===== config.mk =====
export PLATFORM = sky130hd
export DESIGN_NAME = pe_id_generator_seq
export DESIGN_NICKNAME = d
export VERILOG_FILES = /design/src/rtl/pe_id_generator_seq_pkg.sv /design/src/rtl/pe_id_generator_seq_row_calc.sv /design/src/rtl/pe_id_generator_seq.sv
export SDC_FILE = /design/constraint.sdc
export NUM_CORES = 1
export LEC_CHECK = 0
export ABC_AREA = 1
export ABC_CLOCK_PERIOD_IN_PS = 24500
export CAP_MARGIN = 30
export CORE_AREA = 2 2 421 423
export DETAILED_ROUTE_END_ITERATION = 12
export DIE_AREA = 0 0 423 425
export GPL_TIMING_DRIVEN = 0
export PLACE_DENSITY = 0.53
export SLEW_MARGIN = 20
export SYNTH_ARGS = -nofsm -noshare
export SYNTH_HDL_FRONTEND = slang
export SYNTH_SLANG_ARGS = --single-unit

===== constraint.sdc =====
create_clock -name clk -period 24.5 [get_ports clk]
set_input_delay 2.45 -clock clk [delete_from_list [all_inputs] [get_ports clk]]
set_output_delay 2.45 -clock clk [all_outputs]
set_load 0.05 [all_outputs]

===== src/rtl/pe_id_generator_seq_pkg.sv =====
`default_nettype none
// ============================================================================
//  Module      : pe_id_pkg
//  Description : Shared constants, types and the small divide helper used by
//                the PE ID generator and its per-row calculator.
//  Revision    : 1.0 - initial release
// ============================================================================
package pe_id_pkg;

    localparam int H_MAX = 6;
    localparam int W_MAX = 8;

    localparam int XID_W = 5;
    localparam int YID_W = 3;

    localparam logic [XID_W-1:0] XID_INVALID = 5'd31;
    localparam logic [YID_W-1:0] YID_INVALID = 3'd7;

    typedef struct packed {
        logic [3:0] quo;
        logic [3:0] rem;
    } divmod_t;

    // Quotient/remainder by repeated compare-and-subtract. Numerators seen by
    // this block never exceed 7, so eight steps always finish the division.
    // A zero divisor leaves quo=0 and rem=n rather than running away.
    function automatic divmod_t divmod4(input logic [3:0] n, input logic [3:0] d);
        divmod_t res;
        res.quo = 4'd0;
        res.rem = n;
        for (int k = 0; k < 8; k++) begin
            if ((d != 4'd0) && (res.rem >= d)) begin
                res.rem = res.rem - d;
                res.quo = res.quo + 4'd1;
            end
        end
        return res;
    endfunction

endpackage : pe_id_pkg
`default_nettype wire


===== src/rtl/pe_id_generator_seq_row_calc.sv =====
`default_nettype none
// ============================================================================
//  Module      : pe_id_row_calc
//  Description : Decomposes one physical PE row into kernel-row index (i),
//                channel-group index (rr) and chain index (th), and flags
//                whether the row is active and whether it is the top or the
//                bottom of its psum accumulation chain.
//  Revision    : 1.0 - initial release
// ============================================================================
module pe_id_row_calc
    import pe_id_pkg::*;
#(
    parameter int ROW = 0
) (
    input  logic [1:0] i_Re,
    input  logic [2:0] i_re,
    input  logic [2:0] i_row_lim,
    input  logic       i_legal,
    output logic [1:0] o_i,
    output logic [2:0] o_rr,
    output logic [2:0] o_th,
    output logic       o_active,
    output logic       o_top,
    output logic       o_bottom
);

    divmod_t    w_row_dm;
    divmod_t    w_vs_dm;
    logic [3:0] w_vs;

    // y = vs*Re + i
    assign w_row_dm = divmod4(4'(ROW), {2'b00, i_Re});
    assign w_vs     = w_row_dm.quo;

    // vs = th*re + rr
    assign w_vs_dm  = divmod4(w_vs, {1'b0, i_re});

    assign o_i      = w_row_dm.rem[1:0];
    assign o_rr     = w_vs_dm.rem[2:0];
    assign o_th     = w_vs_dm.quo[2:0];

    assign o_active = i_legal && (3'(ROW) < i_row_lim);

    // Psum flows upward: the chain's top row emits the finished opsum, its
    // bottom row is where the incoming ipsum enters.
    assign o_top    = (o_i == 2'd0) && (o_rr == 3'd0);
    assign o_bottom = (o_i == (i_Re - 2'd1)) && (o_rr == (i_re - 3'd1));

    // Upper quotient/remainder bits are provably zero for legal inputs.
    logic w_unused_bits;
    assign w_unused_bits = ^{w_row_dm.rem[3:2], w_vs_dm.quo[3], w_vs_dm.rem[3]};

endmodule : pe_id_row_calc
`default_nettype wire


===== src/rtl/pe_id_generator_seq.sv =====
`default_nettype none
// ============================================================================
//  Module      : pe_id_generator_seq
//  Description : Registered X/Y-ID and psum local-network chaining generator
//                for the 6x8 PE array. Outputs follow the layer mapping
//                inputs with one cycle of latency.
//  Revision    : 1.0 - initial release
// ============================================================================
module pe_id_generator_seq
    import pe_id_pkg::*;
(
    input  logic                             clk,
    input  logic                             rst,
    input  logic [2:0]                       PE_ARRAY_H,
    input  logic [3:0]                       PE_ARRAY_W,
    input  logic [1:0]                       KERNEL_H,
    input  logic [2:0]                       p,
    input  logic [2:0]                       q,
    input  logic [2:0]                       r,
    input  logic [2:0]                       t,
    input  logic [5:0]                       e,
    input  logic [2:0]                       t_H,
    input  logic [3:0]                       t_W,
    input  logic [1:0]                       U,
    input  logic                             LINEAR,
    output logic [H_MAX*W_MAX*XID_W-1:0]     filter_XID,
    output logic [H_MAX*YID_W-1:0]           filter_YID,
    output logic [H_MAX*W_MAX*XID_W-1:0]     ifmap_XID,
    output logic [H_MAX*YID_W-1:0]           ifmap_YID,
    output logic [H_MAX*W_MAX*XID_W-1:0]     ipsum_XID,
    output logic [H_MAX*YID_W-1:0]           ipsum_YID,
    output logic [H_MAX*W_MAX*XID_W-1:0]     opsum_XID,
    output logic [H_MAX*YID_W-1:0]           opsum_YID,
    output logic [H_MAX-2:0]                 LN_config
);

    // p, q and t describe work per PE but do not influence any ID.
    logic w_unused_ok;
    assign w_unused_ok = ^{p, q, t};

    // ------------------------------------------------------------------
    // Effective mapping parameters and active-region limits
    // ------------------------------------------------------------------
    logic [1:0] w_Re;
    logic [2:0] w_re;
    logic [1:0] w_Ue;
    logic [7:0] w_rows_used;
    logic [9:0] w_cols_used;
    logic [2:0] w_row_lim;
    logic [3:0] w_col_lim;
    logic       w_legal;

    // Fold LINEAR into the effective parameters and clamp the active region.
    always_comb begin
        w_Re        = LINEAR ? 2'd1 : KERNEL_H;
        w_re        = LINEAR ? 3'd1 : r;
        w_Ue        = LINEAR ? 2'd1 : U;
        w_rows_used = LINEAR ? {5'd0, PE_ARRAY_H}
                             : (8'(w_Re) * 8'(w_re) * 8'(t_H));
        w_cols_used = 10'(e) * 10'(t_W);

        w_legal = (e != 6'd0) && (e <= 6'd8) && (KERNEL_H != 2'd0) &&
                  (r != 3'd0) && (t_H != 3'd0) && (t_W != 4'd0);

        w_row_lim = 3'(H_MAX);
        if (w_rows_used < 8'(H_MAX))
            w_row_lim = w_rows_used[2:0];
        if (PE_ARRAY_H < w_row_lim)
            w_row_lim = PE_ARRAY_H;

        w_col_lim = 4'(W_MAX);
        if (w_cols_used < 10'(W_MAX))
            w_col_lim = w_cols_used[3:0];
        if (PE_ARRAY_W < w_col_lim)
            w_col_lim = PE_ARRAY_W;
    end

    // ------------------------------------------------------------------
    // Row decomposition
    // ------------------------------------------------------------------
    logic [H_MAX-1:0] w_row_act;
    logic [H_MAX-1:0] w_row_top;
    logic [H_MAX-1:0] w_row_bot;
    logic [1:0]       w_row_i  [H_MAX];
    logic [2:0]       w_row_rr [H_MAX];
    logic [2:0]       w_row_th [H_MAX];

    generate
        for (genvar gy = 0; gy < H_MAX; gy++) begin : g_row
            pe_id_row_calc #(
                .ROW (gy)
            ) u_row_calc (
                .i_Re      (w_Re),
                .i_re      (w_re),
                .i_row_lim (w_row_lim),
                .i_legal   (w_legal),
                .o_i       (w_row_i[gy]),
                .o_rr      (w_row_rr[gy]),
                .o_th      (w_row_th[gy]),
                .o_active  (w_row_act[gy]),
                .o_top     (w_row_top[gy]),
                .o_bottom  (w_row_bot[gy])
            );
        end
    endgenerate

    // ------------------------------------------------------------------
    // Column decomposition: x = hs*e + j
    // ------------------------------------------------------------------
    logic [3:0]       w_col_hs [W_MAX];
    logic [3:0]       w_col_j  [W_MAX];
    logic [W_MAX-1:0] w_col_act;

    generate
        for (genvar gx = 0; gx < W_MAX; gx++) begin : g_col
            divmod_t w_dm;
            assign w_dm          = divmod4(4'(gx), e[3:0]);
            assign w_col_hs[gx]  = w_dm.quo;
            assign w_col_j[gx]   = w_dm.rem;
            assign w_col_act[gx] = w_legal && (4'(gx) < w_col_lim);
        end
    endgenerate

    // ------------------------------------------------------------------
    // Next-state ID tables
    // ------------------------------------------------------------------
    logic [H_MAX*W_MAX-1:0][XID_W-1:0] w_fx, w_ix, w_px, w_ox;
    logic [H_MAX-1:0][YID_W-1:0]       w_fy, w_iy, w_py, w_oy;
    logic [H_MAX-2:0]                  w_ln;

    // Build every XID/YID and the chaining mask from the decompositions.
    always_comb begin
        for (int y = 0; y < H_MAX; y++) begin
            w_fy[y] = YID_INVALID;
            w_iy[y] = YID_INVALID;
            w_py[y] = YID_INVALID;
            w_oy[y] = YID_INVALID;
            if (w_row_act[y]) begin
                w_fy[y] = 3'(y);
                w_iy[y] = w_row_rr[y];
                w_py[y] = w_row_bot[y] ? w_row_th[y] : YID_INVALID;
                w_oy[y] = w_row_top[y] ? w_row_th[y] : YID_INVALID;
            end
            for (int x = 0; x < W_MAX; x++) begin
                w_fx[y*W_MAX+x] = XID_INVALID;
                w_ix[y*W_MAX+x] = XID_INVALID;
                w_px[y*W_MAX+x] = XID_INVALID;
                w_ox[y*W_MAX+x] = XID_INVALID;
                if (w_row_act[y] && w_col_act[x]) begin
                    w_fx[y*W_MAX+x] = 5'(w_col_hs[x]);
                    w_ix[y*W_MAX+x] = (5'(w_col_j[x]) * {3'b000, w_Ue}) +
                                      {3'b000, w_row_i[y]};
                    w_px[y*W_MAX+x] = w_row_bot[y] ? 5'(x) : XID_INVALID;
                    w_ox[y*W_MAX+x] = w_row_top[y] ? 5'(x) : XID_INVALID;
                end
            end
        end
        for (int k = 0; k < H_MAX-1; k++) begin
            w_ln[k] = w_row_act[k] && w_row_act[k+1] &&
                      (w_row_th[k] == w_row_th[k+1]);
        end
    end

    // ------------------------------------------------------------------
    // Output registers
    // ------------------------------------------------------------------
    logic [H_MAX*W_MAX-1:0][XID_W-1:0] r_fx, r_ix, r_px, r_ox;
    logic [H_MAX-1:0][YID_W-1:0]       r_fy, r_iy, r_py, r_oy;
    logic [H_MAX-2:0]                  r_ln;

    // Capture the tables every cycle; reset forces every tag to invalid.
    always_ff @(posedge clk) begin
        if (rst) begin
            for (int n = 0; n < H_MAX*W_MAX; n++) begin
                r_fx[n] <= XID_INVALID;
                r_ix[n] <= XID_INVALID;
                r_px[n] <= XID_INVALID;
                r_ox[n] <= XID_INVALID;
            end
            for (int y = 0; y < H_MAX; y++) begin
                r_fy[y] <= YID_INVALID;
                r_iy[y] <= YID_INVALID;
                r_py[y] <= YID_INVALID;
                r_oy[y] <= YID_INVALID;
            end
            r_ln <= '0;
        end else begin
            r_fx <= w_fx;
            r_ix <= w_ix;
            r_px <= w_px;
            r_ox <= w_ox;
            r_fy <= w_fy;
            r_iy <= w_iy;
            r_py <= w_py;
            r_oy <= w_oy;
            r_ln <= w_ln;
        end
    end

    assign filter_XID = r_fx;
    assign filter_YID = r_fy;
    assign ifmap_XID  = r_ix;
    assign ifmap_YID  = r_iy;
    assign ipsum_XID  = r_px;
    assign ipsum_YID  = r_py;
    assign opsum_XID  = r_ox;
    assign opsum_YID  = r_oy;
    assign LN_config  = r_ln;

endmodule : pe_id_generator_seq
`default_nettype wire


# After elaboration in Yosys (flattened, before gate mapping)

Cells that the tools add are included.

Output and inout bits: 1,037
Input bits: 39
Register bits: 1,037

$add $sub $neg: 350
Mux-type cells: 318
Equal/unequal tests: 17
Multiply operators: 11
Bitwise operators: 66
Reduce and logical (&&, ||, !) cells: 332
$lt $le $gt $ge: 176

Operator list:

| cell                                               | number |
|---|---|
| two-way mux 5 bit                                  | 164 |
| two-way mux 8 bit                                  | 99 |
| adder 4 x 1 -> 4 bit, second input constant        | 95 |
| two-way mux 7 bit                                  | 36 |
| logical AND 1 bit                                  | 246 |
| adder 5 x 2 -> 5 bit                               | 48 |
| >= comparator 4 bit                                | 56 |
| subtractor 4 bit                                   | 56 |
| >= comparator 4 x 3 -> 1 bit                       | 48 |
| subtractor 4 x 3 -> 4 bit                          | 48 |
| >= comparator 4 x 2 -> 1 bit                       | 42 |
| subtractor 4 x 2 -> 4 bit                          | 42 |
| OR reduction 2 bit                                 | 54 |
| adder 3 x 1 -> 3 bit, second input constant        | 30 |
| inverter 1 bit                                     | 66 |
| multiplier 4 x 2 -> 5 bit                          | 8 |
| two-way mux 6 bit                                  | 6 |
| OR reduction 3 bit                                 | 12 |
| == test 3 bit                                      | 11 |
| two-way mux 3 bit                                  | 7 |
| adder 1 x 1 -> 2 bit, second input constant        | 9 |
| adder 2 x 1 -> 3 bit, second input constant        | 6 |
| logical NOT 3 bit                                  | 6 |
| >= comparator 3 x 4 -> 1 bit, first input constant | 4 |
| 34 further kinds                                   | 71 |

# Depth between registers and ports, before layout

Gate-level depths: netlist of run 1.

Depth after elaboration: 53
Depth in mapped cells: 86
Gate-level depth less buffers: 84

# By module

A second synthesis of run 1 with hierarchy kept.

Cells, all modules: 6,401
Area total of the unflattened synthesis: 48,610.4 µm²

By module, submodules not included:

| module                               | area an instance (µm²) | seq. area each (µm²) | cells each | times used |
|---|---|---|---|---|
| pe_id_generator_seq                  | 38,171.6               | 12,111.6             | 4,824      | 1 |
| pe_id_row_calc (g_row[4].u_row_calc) | 2,193.4                | 0.0                  | 310        | 1 |
| pe_id_row_calc (g_row[5].u_row_calc) | 2,164.6                | 0.0                  | 329        | 1 |
| pe_id_row_calc (g_row[2].u_row_calc) | 2,058.2                | 0.0                  | 315        | 1 |
| pe_id_row_calc (g_row[1].u_row_calc) | 2,040.7                | 0.0                  | 314        | 1 |
| pe_id_row_calc (g_row[3].u_row_calc) | 1,859.3                | 0.0                  | 288        | 1 |
| pe_id_row_calc (g_row[0].u_row_calc) | 122.6                  | 0.0                  | 21         | 1 |

# Worst setup path before layout of run 1

OpenSTA, ideal clock, no wires.

Path kind: in2reg
Start: input port r[1]
End: register r_px (netlist bit ipsum_XID[168])
Stages: 74
Arrival time: 16.228 ns
Buffers on the path: 2
Setup slack: 8.145 ns
Cell sequence: inv_1 -> nor2_2 -> inv_2 -> ha_1 -> nand3_1 -> nand3_1 -> o21ai_1 -> inv_1 -> o21ai_0 -> ha_1 -> fa_1 -> inv_1 -> nand2_1 -> nand3_1 -> or2_1 -> nand2_1 -> inv_1 -> nand2_1 -> [38 not listed] -> nor2_1 -> nand3_4 -> nand2_2 -> buf_6 -> o21ai_2 -> inv_1 -> ha_1 -> fa_1 -> or2_2 -> nand3b_1 -> nand2_1 -> nand2_4 -> nand2_2 -> nand3_1 -> nand2_1 -> nor2_1 -> buf_4 -> nand3_1

Word-level cells in the longest chain between the ends: 28
Elaborated cells on any way between the ends: 55
Classes of those cells: add/sub (9); mul (2); order compare (11); eq/ne (1); mux (13); bitwise (1); reduce/logical (18)

Ends and longest elaborated chain:

| what                                                               | RTL line                           | RTL |
|---|---|---|
| start: declaration                                                 | pe_id_generator_seq.sv:19          | `input logic [2:0] r,` |
| two-way mux 3 bit                                                  | pe_id_generator_seq.sv:56          | `w_re = LINEAR ? 3'd1 : r;` |
| >= comparator 4 x 3 -> 1 bit or nonzero test 3 bit (tied branches) | pe_id_generator_seq_pkg.sv:32      | `if ((d != 4'd0) && (res.rem >= d)) begin` |
| logical AND 1 bit                                                  | pe_id_generator_seq_pkg.sv:32      |  |
| two-way mux 5 bit                                                  | pe_id_generator_seq_pkg.sv:32      |  |
| >= comparator 4 x 3 -> 1 bit                                       | pe_id_generator_seq_pkg.sv:32      |  |
| logical AND 1 bit                                                  | pe_id_generator_seq_pkg.sv:32      |  |
| two-way mux 6 bit                                                  | pe_id_generator_seq_pkg.sv:32      |  |
| >= comparator 4 x 3 -> 1 bit                                       | pe_id_generator_seq_pkg.sv:32      |  |
| [12 not listed]                                                    | -                                  |  |
| logical AND 1 bit                                                  | pe_id_generator_seq_pkg.sv:32      |  |
| two-way mux 7 bit                                                  | pe_id_generator_seq_pkg.sv:32      |  |
| >= comparator 4 x 3 -> 1 bit                                       | pe_id_generator_seq_pkg.sv:32      |  |
| logical AND 1 bit                                                  | pe_id_generator_seq_pkg.sv:32      |  |
| two-way mux 7 bit                                                  | pe_id_generator_seq_pkg.sv:32      |  |
| == test 3 bit                                                      | pe_id_generator_seq_row_calc.sv:47 | `assign o_bottom = (o_i == (i_Re - 2'd1)) && (o_rr == (i_re - 3'd1));` |
| logical AND 1 bit                                                  | pe_id_generator_seq_row_calc.sv:47 |  |
| two-way mux 5 bit                                                  | pe_id_generator_seq.sv:153         | `w_px[y*W_MAX+x] = w_row_bot[y] ? 5'(x) : XID_INVALID;` |
| end signal: assignment                                             | pe_id_generator_seq.sv:190         | `r_px <= w_px;` |
| end: declaration                                                   | pe_id_generator_seq.sv:167         | `logic [H_MAX*W_MAX-1:0][XID_W-1:0] r_fx, r_ix, r_px, r_ox;` |

Several ways; a longest one is shown, not always the timed one.
A chain may end at the register's enable or synchronous reset.

# Final worst setup path of run 1

Start: input port LINEAR
End: register r_ox (netlist bit opsum_XID[128])

Word-level cells in the longest chain between the ends: 51
Elaborated cells on any way between the ends: 89
Classes of those cells: add/sub (23); mul (2); order compare (18); mux (22); bitwise (1); reduce/logical (23)

Ends and longest elaborated chain:

| what                                                            | RTL line                                                     | RTL |
|---|---|---|
| start: declaration                                              | pe_id_generator_seq.sv:25                                    | `input logic LINEAR,` |
| two-way mux 2 bit                                               | pe_id_generator_seq.sv:55                                    | `w_Re = LINEAR ? 2'd1 : KERNEL_H;` |
| subtractor 2 x 2 -> 3 bit or nonzero test 2 bit (tied branches) | pe_id_generator_seq_pkg.sv:33, pe_id_generator_seq_pkg.sv:32 |  |
| two-way mux 5 bit                                               | pe_id_generator_seq_pkg.sv:32                                |  |
| >= comparator 4 x 2 -> 1 bit                                    | pe_id_generator_seq_pkg.sv:32                                |  |
| logical AND 1 bit                                               | pe_id_generator_seq_pkg.sv:32                                |  |
| two-way mux 8 bit                                               | pe_id_generator_seq_pkg.sv:32                                |  |
| >= comparator 4 x 2 -> 1 bit                                    | pe_id_generator_seq_pkg.sv:32                                |  |
| logical AND 1 bit                                               | pe_id_generator_seq_pkg.sv:32                                |  |
| [35 not listed]                                                 | -                                                            |  |
| logical AND 1 bit                                               | pe_id_generator_seq_pkg.sv:32                                |  |
| two-way mux 7 bit                                               | pe_id_generator_seq_pkg.sv:32                                |  |
| >= comparator 4 x 3 -> 1 bit                                    | pe_id_generator_seq_pkg.sv:32                                |  |
| logical AND 1 bit                                               | pe_id_generator_seq_pkg.sv:32                                |  |
| two-way mux 7 bit                                               | pe_id_generator_seq_pkg.sv:32                                |  |
| logical NOT 3 bit                                               | pe_id_generator_seq_row_calc.sv:46                           | `assign o_top = (o_i == 2'd0) && (o_rr == 3'd0);` |
| logical AND 1 bit                                               | pe_id_generator_seq_row_calc.sv:46                           |  |
| two-way mux 5 bit                                               | pe_id_generator_seq.sv:154                                   | `w_ox[y*W_MAX+x] = w_row_top[y] ? 5'(x) : XID_INVALID;` |
| end signal: assignment                                          | pe_id_generator_seq.sv:191                                   | `r_ox <= w_ox;` |
| end: declaration                                                | pe_id_generator_seq.sv:167                                   |  |

Several ways; a longest one is shown, not always the timed one.

==> flow_summary.toml, run 1 <==
[finish]
final_cell_mix = "nand2_1, clkdlybuf4s50_1, inv_1, dfxtp_1, ha_1"
layout-drive-gt1-share_pct = 13.8
area_delta_synth_final_pct = 34.7
fin_nets = 7875
layout_commonest_cell = "nand2_1"

[logic_synthesis]
synth_edf_count = 0
synth_ff_type = "dfxtp_1"
syn_area_per_cell_um2 = 7.53
yosysWarningCount = 0
ys_ff_latch = 595
seq_area_frac_synth_pct = 26.3
synthArstFlopShare_pct = 0
netlist_instances = 6013
synth.distinct_cells = 71
syn_area_um2 = 45300

[grt]
grt_remaining_overflow = 0
antenna_found_initial = 8
grt_util_all_layers_pct = 19.9
grt_max_degree = 55
grt_pass1_vias = 40500
grt_first_pass_wirelength_mm = 267

[clock_tree]
cts_sinks = 595
clock_tree.root_cell = "clkbuf_16"
path_clk_slew_ps = 60
h-tree-depth = 3
post_cts_buffers = 0
cts_resized = 0
numCtsBuffers = 66
hold_buffers = 0
clockBufferDepth = 3
cts_tree = "built"

[timing]
hold_violations = 0
maxSlewHeadroom_pct = 28.4
rsz0062_at_grt = "false"
setup_viol = 0
tns_ps = 0
whs_ps = 2450
min_period_ps = 16550
report.final.slew_viol_count = 0
max_freq_mhz = 60.4
post-route-period-util_pct = 67.6
worstMarginPinSlew_ps = 1060

[routing]
postRouteAntennaNets = 0
firstDrtPassIters = 6
vias = 42700
post_drt_via_cell_ratio = 4.46
drc = 0
drtIter0Drc = 2363
routedWlPerCell_um = 19.5
totalWireLength_mm = 187

[critical_path]
cp_slowest_cell = "inv_1"
critical_path_arrival_ps = 17060
cp-end-kind = "register"
max_stage_delay_ps = 640
critPathMaxFanout = 14
startpoint_type = "input pin"
cp.required_ps = 25010
crit_type = "in2reg"
crit_top_cell = "nand2_1"

[floorplan]
coreArea_um2 = 175000
num_rows = 154
die_h_um = 425
die_area_um2 = 180000
die_x_um = 423
start_util_pct = 25.8
pin_count = 1076

[run]
maxCapViolations = 0

[worst_hold_path]
min_from = "rst"
holdPathStages = 3
hold_path.class = "in2reg"
min_to = "filter_YID[1]"

[status]
status = "finished, final reports clean"

[placed_design]
gp_congestion = 0.872
portBuffers = 914
hpwl_mm = 155
worst max path at each step:
stage                     slack [ps]        endpoint  depth (start not counted)   start
after CTS                       8080  opsum_XID[143]                         80  LINEAR
final                           7950  opsum_XID[128]                         80  LINEAR
after global routing            6870  opsum_XID[143]                         77  LINEAR
after detailed placement        7410  opsum_XID[143]                         80  LINEAR
after global placement          3770   ipsum_YID[13]                         74  LINEAR
after floorplan                 8140  ipsum_XID[168]                         74    r[1]
logic make-up (layout without fill, tap and decap cells):
family | count (synthesis) | count (layout) | share of synthesized area, %
AOI/OAI and AO/OA | 683 | 683 | 8.99
muxes | 7 | 7 | 0.157
DFF | 595 | 595 | 26.3
buffers and inverters | 1232 | 2312 | 14.4
adders and majority gates | 644 | 644 | 20.0
other | 1 | 155 | 0.00828
and+or+nand+nor | 2570 | 2570 | 24.6
xor gates and xnor gates | 281 | 281 | 5.52
final cells by class:
| cell class | count | area [um^2] |
|---|---|---|
| clock inverter | 28 | 358 |
| sequential | 595 | 11900 |
| tap | 2340 | 2930 |
| antenna | 4 | 10.0 |
| fill | 18300 | 114000 |
| timing repair buffer | 961 | 9860 |
| multi-input combinational | 4336 | 27500 |
| inverter | 694 | 2630 |
| buffer | 538 | 3930 |
| clock buffer | 91 | 1890 |
synthesized netlist by cell type (6+ instances only):
library cell,number,area [um^2]
fa_1,134,2680
buf_1,7,26.3
inv_2,45,169
a21oi_1,178,891
nor2_1,347,1300
mux2i_1,6,60.1
clkbuf_1,29,109
nand3_1,290,1450
o21ai_1,94,470
o211ai_1,46,345
a311oi_1,22,193
nand4_1,53,332
buf_6,19,214
inv_1,632,2370
nand2_1,1577,5920
buf_2,21,105
or2_2,53,332
a31oi_1,29,181
xor2_1,176,1540
xnor2_1,100,876
o21ai_0,203,1020
clkinv_1,14,52.6
dfxtp_1,595,11900
o32ai_1,7,61.3
a211oi_1,13,97.6
buf_4,458,3440
nand3_2,12,120
nand2_2,77,482
ha_1,510,6380
or2_1,17,106
nand2_4,18,203
o21a_1,9,67.6
nand3b_1,46,345
nor3_1,25,125
o21ai_2,46,403
o21bai_1,6,45.0
nor2_2,36,225
critical path: cells and delay by family:
kind | cells | cell delay (ps)
AND/OR/NAND/NOR | 36 | 4360
adder cells (fa/ha/maj) | 11 | 3380
AO/OA/AOI/OAI | 12 | 2760
buffers and inverters | 21 | 4020
per-layer routing:
layer  track usage, %  up-vias  share of wire, %
li1                 -    21100                 -
met4             11.6        0               6.6
met5                0        -                 0
met1             22.6    20100                39
met2             36.0     1297                50
met3             2.33      251               4.5
flip-flops by register name, indices dropped and copies added, names as in the netlist:
register / count
LN_config: 5
filter_XID: 218
filter_YID: 6
ifmap_XID: 224
ifmap_YID: 16
ipsum_XID: 48
ipsum_YID: 16
opsum_XID: 47
opsum_YID: 15
through the flow:
step | area [um^2] | worst slack [ps] | cells | util (%)
6_report | 61000 | 7950 | 9587 | 34.8
3_3_place_gp | 57900 | 3770 | 9417 | 33.0
5_1_grt | 61000 | 6870 | 9586 | 34.8
2_1_floorplan | 45900 | 8140 | 6163 | -
4_1_cts | 61000 | 8080 | 9580 | 34.8
3_5_place_dp | 58700 | 7410 | 9461 | 33.5
Power of run 1 is not shown: default switching activity piles up to over one toggle a cycle in this logic, so the estimate is an artifact.
==> inputs of run 2 (changes only) <==
Settings changed: ABC_CLOCK_PERIOD_IN_PS 24500 to 14400, PLACE_DENSITY 0.53 to 0.55.
Clock period 24.5 ns to 14.4 ns, I/O delays scaled along.
==> run 2 against run 1 <==
Against the previous run:
- sequential cell count unchanged
- critical path type unchanged
- first-iteration DRC count rose by 6.3%
- worst setup slack lost 7300 ps
- highest routed layer is now met5
==> flow_summary.toml, run 2 (synthesized netlist as in run 1, its figures left out) <==
[routing]
drc = 0
totalWireLength_mm = 189
postRouteAntennaNets = 0
vias = 43300
routedWlPerCell_um = 19.7
firstDrtPassIters = 5
drtIter0Drc = 2513
post_drt_via_cell_ratio = 4.51

[timing]
setup_viol = 0
rsz0062_at_grt = "true"
hold_violations = 0
maxSlewHeadroom_pct = 29.6
report.final.slew_viol_count = 0
fin_ws_ps = 691
min_period_ps = 13710
post-route-period-util_pct = 95.2
max_freq_mhz = 72.9
worstMarginPinSlew_ps = 1030
tns_ps = 0

[finish]
final_cells = 9617
area_delta_synth_final_pct = 36.7
layout_commonest_cell = "nand2_1"
layout-drive-gt1-share_pct = 15.6
largest_reg_flops = 224
fin_util_pct = 35.3
final_cell_mix = "nand2_1, clkdlybuf4s50_1, inv_1, dfxtp_1"
fin_nets = 7911

[clock_tree]
numCtsBuffers = 67
path_clk_slew_ps = 60
h-tree-depth = 3
hold_buffers = 0
cts_tree = "built"
cts_sinks = 595
clockBufferDepth = 3
clock_tree.root_cell = "clkbuf_16"

[floorplan]
start_util_pct = 25.8
pin_count = 1076
coreArea_um2 = 175000
die_area_um2 = 180000
num_rows = 154
die_x_um = 423
die_h_um = 425

[critical_path]
max_stage_delay_ps = 500
critical_path_arrival_ps = 14230
cp_slowest_cell = "clkdlybuf4s50_1"
startpoint_type = "input pin"
cp-end-kind = "register"
crit_type = "in2reg"
critPathMaxFanout = 10
cp.required_ps = 14920
crit_top_cell = "nand2_1"

[placed_design]
place_inst = 9457
hpwl_mm = 156
gp_congestion = 0.886
portBuffers = 914
dp_slack_ps = -1690

[grt]
grt_pass1_vias = 41000
grt_util_all_layers_pct = 20.0
grt_first_pass_wirelength_mm = 268
grt_remaining_overflow = 0
grt_max_degree = 57
antenna_found_initial = 9

[status]
status = "finished, final reports clean"

[run]
maxCapViolations = 0

[worst_hold_path]
hold_path.class = "in2reg"
[run 2: repair_timing]
item                       in CTS  in global routing
cloned                          1                  4
buffers inserted                1                 35
pin swaps                       1                 14
hold endpoints to repair        0                  0
resized for setup              23                159
setup endpoints to repair     146                289
[run 2: worst max-delay path: cells and delay by family]
family | cells | cell delay [ps]
adder cells (fa/ha/maj) | 11 | 3080
AO/OA/AOI/OAI | 13 | 2500
AND/OR/NAND/NOR | 36 | 3960
buffers and inverters | 23 | 3120
[run 2: stage by stage]
| stage | hold WS (ps) | cell area (um^2) |
|---|---|---|
| global route | 1500 | 61900 |
| floorplan | 1540 | 45900 |
| detailed placement | 2130 | 58700 |
| finish | 1450 | 61900 |
| global placement | 2100 | 57900 |
| CTS | 1390 | 61000 |
[run 2: per-layer routing]
| layer | part of all wire, % | up-vias | GRT usage (%) |
|---|---|---|---|
| met2 | 51 | 1360 | 37.1 |
| met1 | 38 | 20500 | 22.1 |
| li1 | - | 21200 | - |
| met4 | 6.3 | 2 | 11.1 |
| met3 | 4.9 | 281 | 2.30 |
| met5 | 0.0069 | - | 0 |
[run 2: cell type report]
cell class | count | area [um^2]
timing repair inverter | 1 | 8.76
timing repair buffer | 996 | 10200
tap | 2340 | 2930
clock inverter | 31 | 370
buffer | 537 | 3960
sequential | 595 | 11900
inverter | 694 | 2700
clock buffer | 84 | 1820
fill | 18400 | 113000
multi-input combinational | 4336 | 28000
antenna | 3 | 7.51
[run 2: final timing paths]
check	start	endpoint	slack (ps)	cells past startpoint
worst min-delay path	rst	filter_YID[1]	1450	3
worst max-delay path	KERNEL_H[1]	opsum_XID[148]	690	83
Power of run 2 is left out for the same reason.
